$ cat src/rtl/aes128_key_schedule.sv
// ============================================================================
// Module   : aes128_key_schedule
// Purpose  : Iterative AES-128 key expansion, one round key per clock, with
//            all 11 round keys on a packed bus.
//            Optional macro KEYEXP_RESTART_EN: start is honoured in DONE.
// Revision : 1.0
// ============================================================================
`default_nettype none

module aes128_key_schedule (
    input  logic           clk,
    input  logic           rst,
    input  logic [127:0]   key,
    input  logic           start,
    output logic [1407:0]  out,
    output logic           finish
);

    localparam logic [1:0] S_IDLE   = 2'd0;
    localparam logic [1:0] S_EXPAND = 2'd1;
    localparam logic [1:0] S_DONE   = 2'd2;

    // Forward S-box, entry 0 in the most significant byte.
    localparam logic [2047:0] SBOX = {
        128'h637c777bf26b6fc53001672bfed7ab76, 128'hca82c97dfa5947f0add4a2af9ca472c0,
        128'hb7fd9326363ff7cc34a5e5f171d83115, 128'h04c723c31896059a071280e2eb27b275,
        128'h09832c1a1b6e5aa0523bd6b329e32f84, 128'h53d100ed20fcb15b6acbbe394a4c58cf,
        128'hd0efaafb434d338545f9027f503c9fa8, 128'h51a3408f929d38f5bcb6da2110fff3d2,
        128'hcd0c13ec5f974417c4a77e3d645d1973, 128'h60814fdc222a908846eeb814de5e0bdb,
        128'he0323a0a4906245cc2d3ac629195e479, 128'he7c8376d8dd54ea96c56f4ea657aae08,
        128'hba78252e1ca6b4c6e8dd741f4bbd8b8a, 128'h703eb5664803f60e613557b986c11d9e,
        128'he1f8981169d98e949b1e87e9ce5528df, 128'h8ca1890dbfe6426841992d0fb054bb16
    };

    function automatic logic [7:0] sbox_lookup(input logic [7:0] b);
        return SBOX[{~b, 3'b111} -: 8];
    endfunction

    logic [1:0]    state_q, state_d;
    logic [3:0]    cnt_q, cnt_d;
    logic [127:0]  rk_q, rk_d;
    logic [1407:0] out_q, out_d;
    logic          finish_q, finish_d;

    logic          load;
    logic [7:0]    rcon;
    logic [31:0]   rot, temp;
    logic [31:0]   w0n, w1n, w2n, w3n;
    logic [127:0]  rk_next;

`ifdef KEYEXP_RESTART_EN
    assign load = start && ((state_q == S_IDLE) || (state_q == S_DONE));
`else
    assign load = start && (state_q == S_IDLE);
`endif

    always_comb begin
        rcon = 8'h00;
        case (cnt_q)
            4'd1:    rcon = 8'h01;
            4'd2:    rcon = 8'h02;
            4'd3:    rcon = 8'h04;
            4'd4:    rcon = 8'h08;
            4'd5:    rcon = 8'h10;
            4'd6:    rcon = 8'h20;
            4'd7:    rcon = 8'h40;
            4'd8:    rcon = 8'h80;
            4'd9:    rcon = 8'h1b;
            4'd10:   rcon = 8'h36;
            default: rcon = 8'h00;
        endcase
    end

    // RotWord then SubWord on w3, Rcon folded into the leading byte.
    assign rot  = {rk_q[23:0], rk_q[31:24]};
    assign temp = {sbox_lookup(rot[31:24]) ^ rcon, sbox_lookup(rot[23:16]),
                   sbox_lookup(rot[15:8]), sbox_lookup(rot[7:0])};
    assign w0n  = rk_q[127:96] ^ temp;
    assign w1n  = rk_q[95:64]  ^ w0n;
    assign w2n  = rk_q[63:32]  ^ w1n;
    assign w3n  = rk_q[31:0]   ^ w2n;
    assign rk_next = {w0n, w1n, w2n, w3n};

    always_ff @(posedge clk or negedge rst) begin
        if (!rst) begin
            state_q <= S_IDLE;
        end else begin
            state_q <= state_d;
        end
    end

    always_comb begin
        state_d = state_q;
        case (state_q)
            S_IDLE:   if (start) state_d = S_EXPAND;
            S_EXPAND: if (cnt_q == 4'd10) state_d = S_DONE;
`ifdef KEYEXP_RESTART_EN
            S_DONE:   if (start) state_d = S_EXPAND;
`else
            S_DONE:   state_d = S_DONE;
`endif
            default:  state_d = S_IDLE;
        endcase
    end

    always_comb begin
        cnt_d    = cnt_q;
        rk_d     = rk_q;
        out_d    = out_q;
        finish_d = finish_q;
        if (load) begin
            out_d    = {key, 1280'b0};
            rk_d     = key;
            cnt_d    = 4'd1;
            finish_d = 1'b0;
        end else if (state_q == S_EXPAND) begin
            rk_d  = rk_next;
            cnt_d = cnt_q + 4'd1;
            for (int k = 1; k <= 10; k++) begin
                if (cnt_q == 4'(k)) out_d[1407-128*k -: 128] = rk_next;
            end
            if (cnt_q == 4'd10) finish_d = 1'b1;
        end
    end

    always_ff @(posedge clk or negedge rst) begin
        if (!rst) begin
            cnt_q    <= 4'd0;
            rk_q     <= 128'b0;
            out_q    <= 1408'b0;
            finish_q <= 1'b0;
        end else begin
            cnt_q    <= cnt_d;
            rk_q     <= rk_d;
            out_q    <= out_d;
            finish_q <= finish_d;
        end
    end

    assign out    = out_q;
    assign finish = finish_q;

endmodule

`default_nettype wire

$ cat config.mk
export PLATFORM = sky130hd
export DESIGN_NAME = aes128_key_schedule
export DESIGN_NICKNAME = d
export VERILOG_FILES = /design/src/rtl/aes128_key_schedule.sv
export SDC_FILE = /design/constraint.sdc
export NUM_CORES = 2
export LEC_CHECK = 0
export ABC_AREA = 0
export ABC_CLOCK_PERIOD_IN_PS = 4200
export CELL_PAD_IN_SITES_DETAIL_PLACEMENT = 1
export CELL_PAD_IN_SITES_GLOBAL_PLACEMENT = 1
export CORE_AREA = 2 2 595 597
export DETAILED_ROUTE_END_ITERATION = 7
export DIE_AREA = 0 0 597 599
export GPL_TIMING_DRIVEN = 1
export PLACE_DENSITY = 0.58
export RECOVER_POWER = 25
export SLEW_MARGIN = 25
export SYNTH_ARGS = -nofsm -noshare
export SYNTH_HDL_FRONTEND = slang
export SYNTH_SLANG_ARGS = --single-unit
export TNS_END_PERCENT = 10
$ cat constraint.sdc
create_clock -name clk -period 4.2 [get_ports clk]
set_input_delay 0.63 -clock clk [delete_from_list [all_inputs] [get_ports clk]]
set_output_delay 0.63 -clock clk [all_outputs]
set_load 0.01 [all_outputs]
; ---- Yosys cells after proc, flatten, opt, wreduce, memory -nomap -nowiden
; Memories as Yosys holds them, arrays and structs flattened.
; Index checks and enable logic that the tools add are counted.
; Widths: inputs -> output; s select.
[word_totals]
ff_bits = 1543
mem_bits_ro = 128
inputBits = 131
out_inout_bits = 1409
n_memories = 1
[op_classes]
n_addsub = 1
n_eq_ne = 14
shifts = 4
muxes = 22
n_bitwise = 9
reduce_logical = 24
[mem_list]
columns = memory, depth, word_bits, rd, rd_clocked_by_memory_dff, wr, line
row1 = (name not given), 16, 8, 1, 0, 0, 59  ; case (cnt_q)
[ops]
columns = operator, n
row1 = $shiftx 2055x12->8 const A, 4
row2 = $mux 1280, 2
row3 = $mux 128, 12
row4 = $xor 32x32->32, 4
row5 = $not 8->8, 4
row6 = $reduce_and 2->1, 11
row7 = $reduce_bool 2->1, 11
row8 = $eq 4x3->1 const B, 4
row9 = $eq 4x4->1 const B, 3
row10 = $eq 4x2->1 const B, 2
row11 = $mux 4, 2
row12 = $xor 8x8->8, 1
row13 = $pmux 2 s3, 1
row14 = $add 4x1->4 const B, 1
row15 = $eq 4x1->1 const B, 1
row16 = $mux 2, 2
row17 = $ne 2x2->1 const B, 2
row18 = $mux 1, 3
row19 = $eq 2x1->1 const B, 1
row20 = $eq 2x2->1 const B, 1
row21 = $logic_not 2->1, 1
row22 = $logic_and 1x1->1, 1

; ---- Longest topological paths before layout
[depth]
depth_word = 10
depth_mapped = 17

; ---- Worst setup path before layout
; No wires, ideal clock.
[synth_timing]
kind = reg-to-reg
start = reg rk_q[25]
end = reg out_q[929], in the netlist out[929]
t_arrival_ns = 4.067
slack_ns = 0.012
path_stages_with_launch = 14
n_path_buf = 4
cell_sequence = dfrtp_1 > buf_2 > buf_2 > buf_2 > inv_1 > ha_1 > nand2b_1 > nand2_1 > mux4_2 > mux4_2 > a221oi_4 > xnor3_2 > buf_2 > a22o_1
[synth_between]
elab_chain_cells = 8
[synth_lines]
columns = element, line
row1 = start: declaration, 41  ; logic [127:0] rk_q, rk_d;
row2 = start signal: assignment, 134  ; rk_q <= rk_d;
row3 = $not 8->8, 36  ; return SBOX[{~b, 3'b111} -: 8];
row4 = $shiftx 2055x12->8, 36
row5 = $xor 32x32->32, 78  ; assign w0n = rk_q[127:96] ^ temp;
row6 = $xor 32x32->32, 79  ; assign w1n = rk_q[95:64] ^ w0n;
row7 = $xor 32x32->32, 80  ; assign w2n = rk_q[63:32] ^ w1n;
row8 = $mux 128, 120  ; if (cnt_q == 4'(k)) out_d[1407-128*k -: 128] = rk_next;
row9 = $mux 1280, 116  ; end else if (state_q == S_EXPAND) begin
row10 = $mux 1280, 111  ; if (load) begin
row11 = end signal: assignment, 135  ; out_q <= out_d;
row12 = end: declaration, 42  ; logic [1407:0] out_q, out_d;
; No other way between the ends. The select of a mux whose other input is x is not followed.
; A chain may end at the register's enable or synchronous reset.

; ---- Worst setup path after layout
[layout_timing]
start = reg rk_q[0]
end = reg out_q[301], in the netlist out[301]
; The elaborated chain is that of the path after synthesis.

==> flow_metrics.py <==
metrics = {
    "setup_path": {
        "r2r_cells": 11,
        "end_kind": "flip-flop",
        "arrival_ns": 4.87,
        "r2r_slack_ns": 0.08,
        "path_class": "reg2reg",
        "crit_fanout": 11,
        "worstPathRequired_ns": 4.96,
        "startpoint_type": "flip-flop",
        "reg2reg_to": "out[301]",
        "reg2reg_from": "rk_q[0]",
        "crit_start": "rk_q[0]",
        "crit_end": "out[301]",
    },
    "routing": {
        "vias": 76500,
        "drt-initial-drc-count": 7082,
        "wire_per_inst_um": 34.9,
        "drt_wl_total_um": 515000,
        "firstDrtPassIters": 6,
        "drc": 0,
        "ant_nets": 0,
        "post_drt_via_cell_ratio": 5.18,
    },
    "logic_synthesis": {
        "synth_edf_count": 0,
        "synth_top_cell_area_share_pct": 50.6,
        "syn_nets": 8538,
        "syn_inst": 8340,
        "async_reset_ff_share_pct": 100,
        "yosys-top-cells-area": "dfrtp_1 (51%), nand2_1 (7.2%), a211oi_1 (4.9%)",
        "ys_ff_latch": 1543,
        "synth.distinct_cells": 115,
        "avgSynthCellArea_um2": 9.16,
        "synth_top_flop_cell": "dfrtp_1",
        "ys_seq_area_share_pct": 50.6,
        "yosys.area.top_type": "dfrtp_1",
        "ys_warn_count": 0,
        "syn_area_um2": 76400,
    },
    "final_layout": {
        "drive_above_1_share_pct": 13.5,
        "post-route-util_pct": 31.2,
        "final_cell_mix": "clkdlybuf4s50_1 (1538), dfrtp_1 (1529), nand2_1 (1466), nor2_1 (785), a21oi_1 (626)",
        "fin_area_um2": 110000,
        "final_cell_count_no_fill": 14800,
        "fin_nets": 10200,
        "syn_to_final_growth_pct": 43.5,
        "layout_commonest_cell": "clkdlybuf4s50_1",
    },
    "grt": {
        "grt_pass1_vias": 78900,
        "overflow": 0,
        "grt_pass1_wl_um": 697000,
        "grt_max_degree": 152,
        "antenna_found_initial": 35,
        "grt_use_total_pct": 27.9,
    },
    "timing": {
        "slew_headroom_pct": -125,
        "hold_viol": 0,
        "slew_violations": 378,
        "finalSetupViolations": 0,
        "finalCritPeriodShare_pct": 98.0,
        "min_period_ns": 4.12,
        "fin_skew_ns": 0.110,
        "fin_ws_ns": 0.0837,
        "max_freq_mhz": 243,
        "rsz0062_at_grt": "true",
        "worst_pin_slew_ns": 3.37,
    },
    "flow_run": {
        "drv_cap": 6,
    },
    "outcome": {
        "status": "finished, violations left",
        "violations": "capacitance limit, slew limit",
    },
    "clocking": {
        "cts_tree": "built",
        "clk_latency_ns": 0.95,
        "path_clk_slew_ns": 0.07,
        "numCtsBuffers": 191,
        "clockBufferDepth": 4,
        "htree_levels": 4,
        "cts_root_buffer": "clkbuf_16",
        "cts.sinks": 1543,
    },
    "floorplan": {
        "io_pins": 1540,
        "rows": 218,
        "core_region_area_um2": 351000,
        "die_x_um": 597,
        "start_util_pct": 21.7,
        "fp.dieArea_um2": 358000,
        "dieHeight_um": 599,
    },
    "place": {
        "place_area_um2": 103000,
        "placement.io_buffers": 1539,
        "finalWeightedCongestion": 0.951,
        "dpl.hpwl_um": 382000,
        "dp.cells": 14400,
        "dp_slack_ns": -0.224,
    },
    "min_path": {
        "hp-class": "in2async",
    },
}
[cell families (layout without fill, tap and decap cells)]
group | after synthesis | count (layout) | synth area share (%)
multiplexers | 114 | 114 | 2.40
flip-flops | 1543 | 1543 | 50.6
adder cells (fa/ha/maj) | 67 | 67 | 1.11
XOR/XNOR | 232 | 232 | 3.63
AO/OA/AOI/OAI | 2387 | 2387 | 20.0
buffers and inverters | 923 | 2718 | 4.96
other | 0 | 15 | 0
AND/OR/NAND/NOR | 3074 | 3074 | 17.3
[Yosys cell counts (all sizes together) (44+ instances only)]
library cell  count
o31ai            44
o311ai           54
nand3           296
dfrtp          1543
a31oi            70
mux4             53
nor2            791
inv              69
clkbuf          613
o21ai           650
buf             237
xor2             51
a311oi           50
a21oi           638
nor3             98
nand2          1471
nand2b           94
a211oi          500
nor2b            93
ha               66
xnor2           151
or3              44
[routing by layer]
metal  track usage, %  part of all wire [%]  vias up
met4             16.8                   7.2       12
met5                0                 0.013        -
met1             34.1                    40    39900
met2             44.5                    46     3237
met3             6.58                   7.4      898
li1                 -                     -    32400
[layout make-up]
class / instances / area, µm²
Multi-Input combinational cell: 5874 / 35100
Timing Repair Buffer: 2304 / 23200
Clock buffer: 264 / 5410
Clock inverter: 77 / 1110
Tap cell: 4620 / 5780
Inverter: 73 / 277
Fill cell: 39900 / 242000
Antenna cell: 15 / 37.5
Sequential cell: 1543 / 38600
[critical path, cell delays in order, from the launching register on]
cell      delay [ns]
dfrtp_2         0.46
inv_1           0.25
ha_1            0.20
buf_4           0.26
nor2b_1         0.21
o21a_1          0.25
a311oi_1        0.38
o32ai_2         0.21
mux4_2          0.57
xor3_2          0.58
buf_4           0.30
a211oi_1        0.26
[per-stage QoR]
step | TNS (ns) | hold WS (ns)
global placement | -24.31 | 0.456
global route | -0.00665 | 0.249
detailed placement | -7.06 | 0.467
CTS | 0 | 0.263
floorplan | 0 | 0.334
finish | 0 | 0.244
[worst min-delay path by stage]
stage                      to  cells past startpoint      start  slack [ns]
finish               out[614]                      2        rst        0.24
global route         out[614]                      2        rst        0.25
CTS                 out[1346]                      3    key[66]        0.26
detailed placement  out[1296]                      2  out[1296]        0.47
global placement     out[906]                      2   out[906]        0.46
floorplan            cnt_q[0]                      0        rst        0.33
[flip-flops by register name, summed over array words and instances (netlist names)]
signal and flops:
state_q 2, rk_q 128, out 1408, cnt_q 4
finish 1
[timing repair]
item	4_1_cts	5_1_grt
resized for setup	12	38
buffers inserted	1	2
endpoints found under the setup margin	108	256
cloned	0	0
hold buffers	1	0
pin swaps	2	5
hold endpoints to repair	107	0
Power is left out: the tool's default activity adds up to more than one toggle a clock period on the data nets, which glitch-free logic cannot reach.
